==> src/rtl/cache_fill_ctrl.sv <==
// Cache-line fill controller: on a miss, reads every word of the line from memory.
// The first word read is the missed word (critical-word-first) or word 0. Each
// returned word is steered into the data array, and the tag/valid entry is written
// on the final beat.
module cache_fill_ctrl #(
    parameter int unsigned ADDR_W = 16,
    parameter int unsigned DATA_W = 16,
    parameter int unsigned WORDS  = 8,
    parameter int unsigned CWF    = 1
) (
    input  logic                         clk,
    input  logic                         rst,
    input  logic                         miss_detected,
    input  logic [ADDR_W-1:0]            miss_address,
    input  logic                         memory_data_valid,
    input  logic [DATA_W-1:0]            memory_data,
    output logic                         fsm_busy,
    output logic                         memory_read,
    output logic [ADDR_W-1:0]            memory_address,
    output logic                         write_data_array,
    output logic                         write_tag_array,
    output logic [$clog2(WORDS)-1:0]     word_num,
    output logic                         critical_word_valid,
    output logic [DATA_W-1:0]            critical_word_data
);

    localparam int unsigned BYTE_W = $clog2(DATA_W / 8);
    localparam int unsigned IDX_W  = $clog2(WORDS);
    localparam int unsigned OFF_W  = IDX_W + BYTE_W;
    localparam logic [IDX_W-1:0] LAST_CNT = IDX_W'(WORDS - 1);
    localparam logic [ADDR_W-1:0] OFF_MASK = ADDR_W'((64'(1) << OFF_W) - 64'(1));

    typedef enum logic [0:0] {StIdle, StFill} state_e;

    state_e             state_q;
    logic [ADDR_W-1:0]  base_q;
    logic [IDX_W-1:0]   idx_q;
    logic [IDX_W-1:0]   cnt_q;
    logic [IDX_W-1:0]   crit_q;
    logic [IDX_W-1:0]   miss_idx;

    assign miss_idx = miss_address[OFF_W-1:BYTE_W];

    // Fill sequencing: capture the line on a miss, advance one word per valid beat.
    always_ff @(posedge clk or negedge rst) begin
        if (!rst) begin
            state_q <= StIdle;
            base_q  <= '0;
            idx_q   <= '0;
            cnt_q   <= '0;
            crit_q  <= '0;
        end else begin
            unique case (state_q)
                StIdle: begin
                    if (miss_detected) begin
                        base_q  <= miss_address & ~OFF_MASK;
                        crit_q  <= miss_idx;
                        idx_q   <= (CWF != 0) ? miss_idx : '0;
                        cnt_q   <= '0;
                        state_q <= StFill;
                    end
                end
                StFill: begin
                    if (memory_data_valid) begin
                        // Power-of-two line, so the increment wraps within the line.
                        idx_q <= idx_q + 1'b1;
                        cnt_q <= cnt_q + 1'b1;
                        if (cnt_q == LAST_CNT) begin
                            state_q <= StIdle;
                        end
                    end
                end
                default: state_q <= StIdle;
            endcase
        end
    end

    // Request and write strobes; writes follow memory_data_valid in the same cycle.
    always_comb begin
        fsm_busy            = 1'b0;
        memory_read         = 1'b0;
        memory_address      = '0;
        write_data_array    = 1'b0;
        write_tag_array     = 1'b0;
        word_num            = '0;
        critical_word_valid = 1'b0;
        critical_word_data  = '0;
        unique case (state_q)
            StIdle: begin
                fsm_busy = miss_detected;
            end
            StFill: begin
                fsm_busy       = 1'b1;
                memory_read    = 1'b1;
                memory_address = base_q | (ADDR_W'(idx_q) << BYTE_W);
                word_num       = idx_q;
                if (memory_data_valid) begin
                    write_data_array    = 1'b1;
                    write_tag_array     = (cnt_q == LAST_CNT);
                    critical_word_valid = (idx_q == crit_q);
                    critical_word_data  = (idx_q == crit_q) ? memory_data : '0;
                end
            end
            default: ;
        endcase
    end

endmodule

==> config.mk <==
export PLATFORM = sky130hd
export DESIGN_NAME = cache_fill_ctrl
export DESIGN_NICKNAME = d
export VERILOG_FILES = /design/src/rtl/cache_fill_ctrl.sv
export SDC_FILE = /design/constraint.sdc
export NUM_CORES = 1
export LEC_CHECK = 0
export ABC_AREA = 1
export CAP_MARGIN = 25
export CORE_MARGIN = 2
export CORE_UTILIZATION = 38
export CTS_CLUSTER_DIAMETER = 30
export CTS_CLUSTER_SIZE = 14
export DETAILED_ROUTE_END_ITERATION = 7
export PLACE_DENSITY = 0.81
export REMOVE_ABC_BUFFERS = 1
export SYNTH_ARGS = -nofsm -noshare
export SYNTH_HDL_FRONTEND = slang
export SYNTH_SLANG_ARGS = --single-unit
==> constraint.sdc <==
create_clock -name clk -period 1.7 [get_ports clk]
set_clock_uncertainty 0.1 [all_clocks]
set_input_delay 0.34 -clock clk [delete_from_list [all_inputs] [get_ports clk]]
set_output_delay 0.34 -clock clk [all_outputs]
set_load 0.01 [all_outputs]
======== Word level (Yosys, flattened, before mapping) ========
Cells that the tools add are included.
operators by class
  add/subtract/negate cells ............... 2
  equal/unequal tests ..................... 4
  multiplexer cells ....................... 23
  bitwise operators ....................... 2
  reduce and logical (&&, ||, !) cells .... 2
operators by type and width
  kind                   number
  $mux W16               4
  $or A16 B4 Y16         1
  $mux W3                5
  $pmux W3 S2            2
  $mux W1                10
  $add A3 B1 Y3 const B  2
  $ne A2 B2 Y1 const B   2
  $pmux W1 S2            2
  $reduce_and A2 Y1      2
  $eq A3 B3 Y1           1
  $eq A3 B3 Y1 const B   1
  $not A1 Y1             1
word-level totals
  register bits ........................... 22
  output and inout bits ................... 40

======== Longest topological paths before layout ========
  depth after elaboration ................. 4
  gate-level depth with buffers ........... 7
  depth with buffers taken out ............ 6

======== Worst setup path after synthesis ========
Ideal clock, no wire load.
  path type ............................... reg-to-output
  start ................................... register state_q
  end ..................................... output word_num[2]
  arrival ................................. 1.069 ns
  path slack .............................. 0.191 ns
  stages on the path, launching flop included .. 6
  buffers on the path ..................... 3
  cells stage by stage .................... dfrtp_1 -> buf_2 -> buf_2 -> nand2_1 -> inv_1 -> buf_4
on the way
  cells in the longest elaborated chain, start to end .. 1
ends and longest elaborated chain
  what                    RTL line  source
  start, declared         35        state_e state_q;
  start signal, assigned  47        state_q <= StIdle;
  start signal, assigned  60        state_q <= StFill;
  start signal, assigned  69        state_q <= StIdle;
  $mux W3                 88        unique case (state_q)
  end, declared           22        output logic [$clog2(WORDS)-1:0] word_num,
No other way between the ends.

======== Worst setup path after layout ========
  start ................................... register idx_q[1]
  end ..................................... output critical_word_data[9]
on the way
  cells in the longest elaborated chain, start to end .. 4
ends and longest elaborated chain
  what                    RTL line  source
  start, declared         37        logic [IDX_W-1:0] idx_q;
  start signal, assigned  58        idx_q <= (CWF != 0) ? miss_idx : '0;
  start signal, assigned  66        idx_q <= idx_q + 1'b1;
  $eq A3 B3 Y1            101       critical_word_data = (idx_q == crit_q) ? memory_data : '0;
  $mux W16                101
  $mux W16                97        if (memory_data_valid) begin
  $mux W16                88
  end, declared           24        output logic [DATA_W-1:0] critical_word_data
No other way between the ends.

==> flow_metrics.env <==
export IMPL_run_status="complete, but fails checks"
export IMPL_failed_checks="setup timing"
export IMPL_place_area_mm2=0.00221
export IMPL_core_rowCount=21
export IMPL_antenna_violations_before_repair=0
export IMPL_slowest_delay_ps=410
export IMPL_vias=1549
export IMPL_worstSetupStartpointType="register"
export IMPL_worstReg2RegEnd="idx_q[2]"
export IMPL_ff2ff_setup_slack_ps=70
export IMPL_min_path_type="in2async"
export IMPL_crit_required_ps=1260
export IMPL_floorplan_initialDensity=0.394
export IMPL_vdd_drop_max_v=0.000801
export IMPL_design_portCount=76
export IMPL_power_density_mw_per_mm2=1430
export IMPL_post_synth_instance_area_mm2=0.00130
export IMPL_number_of_nets_at_the_end_of_the_flow=335
export IMPL_hold_slack_ps=282
export IMPL_cts_buffers=3
export IMPL_postLayoutCellArea_mm2=0.00265
export IMPL_wirelength_mm=4.60
export IMPL_globalplace_congestion=0.722
export IMPL_yosysSeqAreaShare=0.422
export IMPL_first_global_vias=1454
export IMPL_p_seq_frac=0.253
export IMPL_fp_dieH_um=62.6
export IMPL_total_switching_power_mw=1.57
export IMPL_residual_drc_count=0
export IMPL_cp_slowest_cell="sky130_fd_sc_hd__dfrtp_1"
export IMPL_power_frac_comb=0.687
export IMPL_end_kind="primary output"
export IMPL_placement_io_buffers=73
export IMPL_synth_warnings=0
export IMPL_yosys_register_bits=22
export IMPL_first_iter_violations=38
export IMPL_dr_pass1_iters=4
export IMPL_die_width_um=62.6
export IMPL_yosys_cell_types_count=17
export IMPL_clkTransAtPathRegs_ps=120
export IMPL_critPathMaxFanout=8
export IMPL_setup_total_negative_slack_ps=-4350
export IMPL_postSynthCellCount=194
export IMPL_floorplan_core_area_mm2=0.00331
export IMPL_r2r_start="state_q"
export IMPL_cts_num_sinks=22
export IMPL_max_clock_path_buffers=2
export IMPL_layout_drive_gt1_share=0.452
export IMPL_power_leakage_nw=1.43
export IMPL_cts_tree="built"
export IMPL_globalRouteTotalUtil=0.198
export IMPL_path_buf_inv=3
export IMPL_area_growth_syn_to_layout_pct=103
export IMPL_grt_start_max_net_pins=23
export IMPL_drv_cap=0
export IMPL_post_route_setup_slack_ps=-240
export IMPL_final_hold_viol_count=0
export IMPL_cts_htree_levels=1
export IMPL_maxSlewViolCount=0
export IMPL_power_report_internal_total_mw=2.22
export IMPL_path_depth_of_the_worst_reg2reg_path=10
export IMPL_met3RoutedLength_um=348
export IMPL_critical_path_class="reg2out"
export IMPL_clockRootBuffer="sky130_fd_sc_hd__clkbuf_4"
export IMPL_cp_arrival_ps=1500
export IMPL_routedLengthMet1_mm=1.64
export IMPL_final_util=0.800
export IMPL_avgRoutedWirePerCell_um=13.5
export IMPL_fmax_mhz=516
export IMPL_power_share_clock=0.060
export IMPL_drt_antenna_violating_nets=0
export IMPL_globalRouteOverflowTotal=0
export IMPL_switching_share=0.414
export IMPL_wl_met2_mm=2.57
export IMPL_timing_critical_path_max_delay_family="simple AND/OR/NAND/NOR gates"
export IMPL_detail_route_vias_per_cell=4.56
export IMPL_final_fill_count=218
export IMPL_clock_insertion_delay_worst_skew_ps=290
export IMPL_die_area_mm2=0.00392
export IMPL_rsz_0062_raised_after_global_routing="yes"
export IMPL_top_layer_used_by_detailed_routing="met4"
export IMPL_final_min_period_over_clock_period=1.14
export IMPL_post_dp_hpwl_mm=2.70
export IMPL_crit_path_cell_trace="inv_2 -> nand2_2 -> nand2_2 -> nor2_4 -> nand2_4 -> clkbuf_16 -> nor2_4 -> buf_6"
export IMPL_finalSetupViolations=35
export IMPL_average_cell_area_after_synthesis_um2=6.72
export IMPL_grt_pass1_wl_mm=6.33
export IMPL_design_power_total_mw=3.78
export IMPL_cts_hold_fix_buffers=0
export IMPL_finalWorstPathRequiredPeriod_ps=1940
export IMPL_antenna_cells_inserted=0
==> Yosys cell counts, drive strengths merged <==
cell | number | area, µm²
a21oi | 2 | 10.0
buf | 9 | 63.8
conb | 1 | 3.75
dfrtp | 22 | 551
ha | 3 | 37.5
inv | 46 | 173
nand2 | 81 | 309
nand3 | 1 | 5.00
nor2 | 21 | 109
o21ai | 7 | 35.0
o21bai | 1 | 7.51
==> layer usage <==
metal | vias to the layer above | GRT usage
li1 | 753 | -
met1 | 712 | 0.226
met2 | 76 | 0.358
met3 | 8 | 0.0631
met4 | 0 | 0.0472
met5 | - | 0
==> flip-flops by register name, indices dropped and copies added, names as in the netlist <==
name and count:
state_q 1, base_q 12, cnt_q 3, idx_q 3, crit_q 3
==> stage by stage <==
| step | worst slack, ps | cells |
|---|---|---|
| after floorplan | -152 | 185 |
| after global placement | -600 | 325 |
| after detailed placement | -639 | 325 |
| after CTS | -200 | 335 |
| after global routing | -335 | 340 |
| final | -240 | 340 |
==> logic make-up after synthesis <==
| group | count (synthesis) | synth area share |
|---|---|---|
| other cells | 1 | 0.00288 |
| buf+inv | 55 | 0.181 |
| compound gates | 10 | 0.0403 |
| flops | 22 | 0.422 |
| simple gates | 103 | 0.324 |
| fa+ha+maj | 3 | 0.0288 |
==> cell type report <==
class	instances	area, µm²	share of cell area
multi-input combinational	117	753	0.284
sequential	22	551	0.208
timing repair buffer	105	1070	0.404
timing repair inverter	1	7.51	0.00283
clock buffer	3	22.5	0.00850
inverter	46	186	0.0704
tap	46	57.6	0.0217
==> cells in the final DEF, fill, tap and decap left out, types with 3 or more instances in the layout <==
cell type,n
sky130_fd_sc_hd__clkbuf_4,3
sky130_fd_sc_hd__dfrtp_1,22
sky130_fd_sc_hd__inv_1,31
sky130_fd_sc_hd__buf_6,37
sky130_fd_sc_hd__nand2_1,59
sky130_fd_sc_hd__nor2_4,16
sky130_fd_sc_hd__buf_2,6
sky130_fd_sc_hd__buf_4,20
sky130_fd_sc_hd__buf_12,3
sky130_fd_sc_hd__nand2_4,12
sky130_fd_sc_hd__clkdlybuf4s50_1,33
sky130_fd_sc_hd__nand2_2,9
sky130_fd_sc_hd__nor2_2,3
sky130_fd_sc_hd__o21ai_0,6
sky130_fd_sc_hd__inv_2,11
==> timing repair <==
action                     CTS  global route
resized for setup          171           105
setup buffers                6             2
cloned                       1             3
setup endpoints to repair   39            46
hold endpoints to repair     0             0
pin swaps                    6             7
==> worst max path at each step <==
stage	start	endpoint	slack, ps	depth (start not counted)
after global routing	idx_q[1]	critical_word_data[14]	-330	8
after detailed placement	memory_data_valid	critical_word_data[12]	-640	7
after global placement	memory_data_valid	critical_word_data[0]	-600	7
final	idx_q[1]	critical_word_data[9]	-240	8
after CTS	idx_q[0]	critical_word_data[12]	-200	7
after floorplan	state_q	critical_word_data[0]	-150	4
==> power groups by stage <==
stage | combinational [mW] | clock, mW | sequential, mW
2_1_floorplan | 0.823 | 0 | 0.905
3_3_place_gp | 1.87 | 0 | 0.898
5_1_grt | 2.82 | 0.265 | 0.987
3_5_place_dp | 1.92 | 0 | 0.910
4_1_cts | 1.86 | 0.235 | 0.911
6_report | 2.60 | 0.228 | 0.958
No activity file was read; power rests on OpenSTA's default activity.
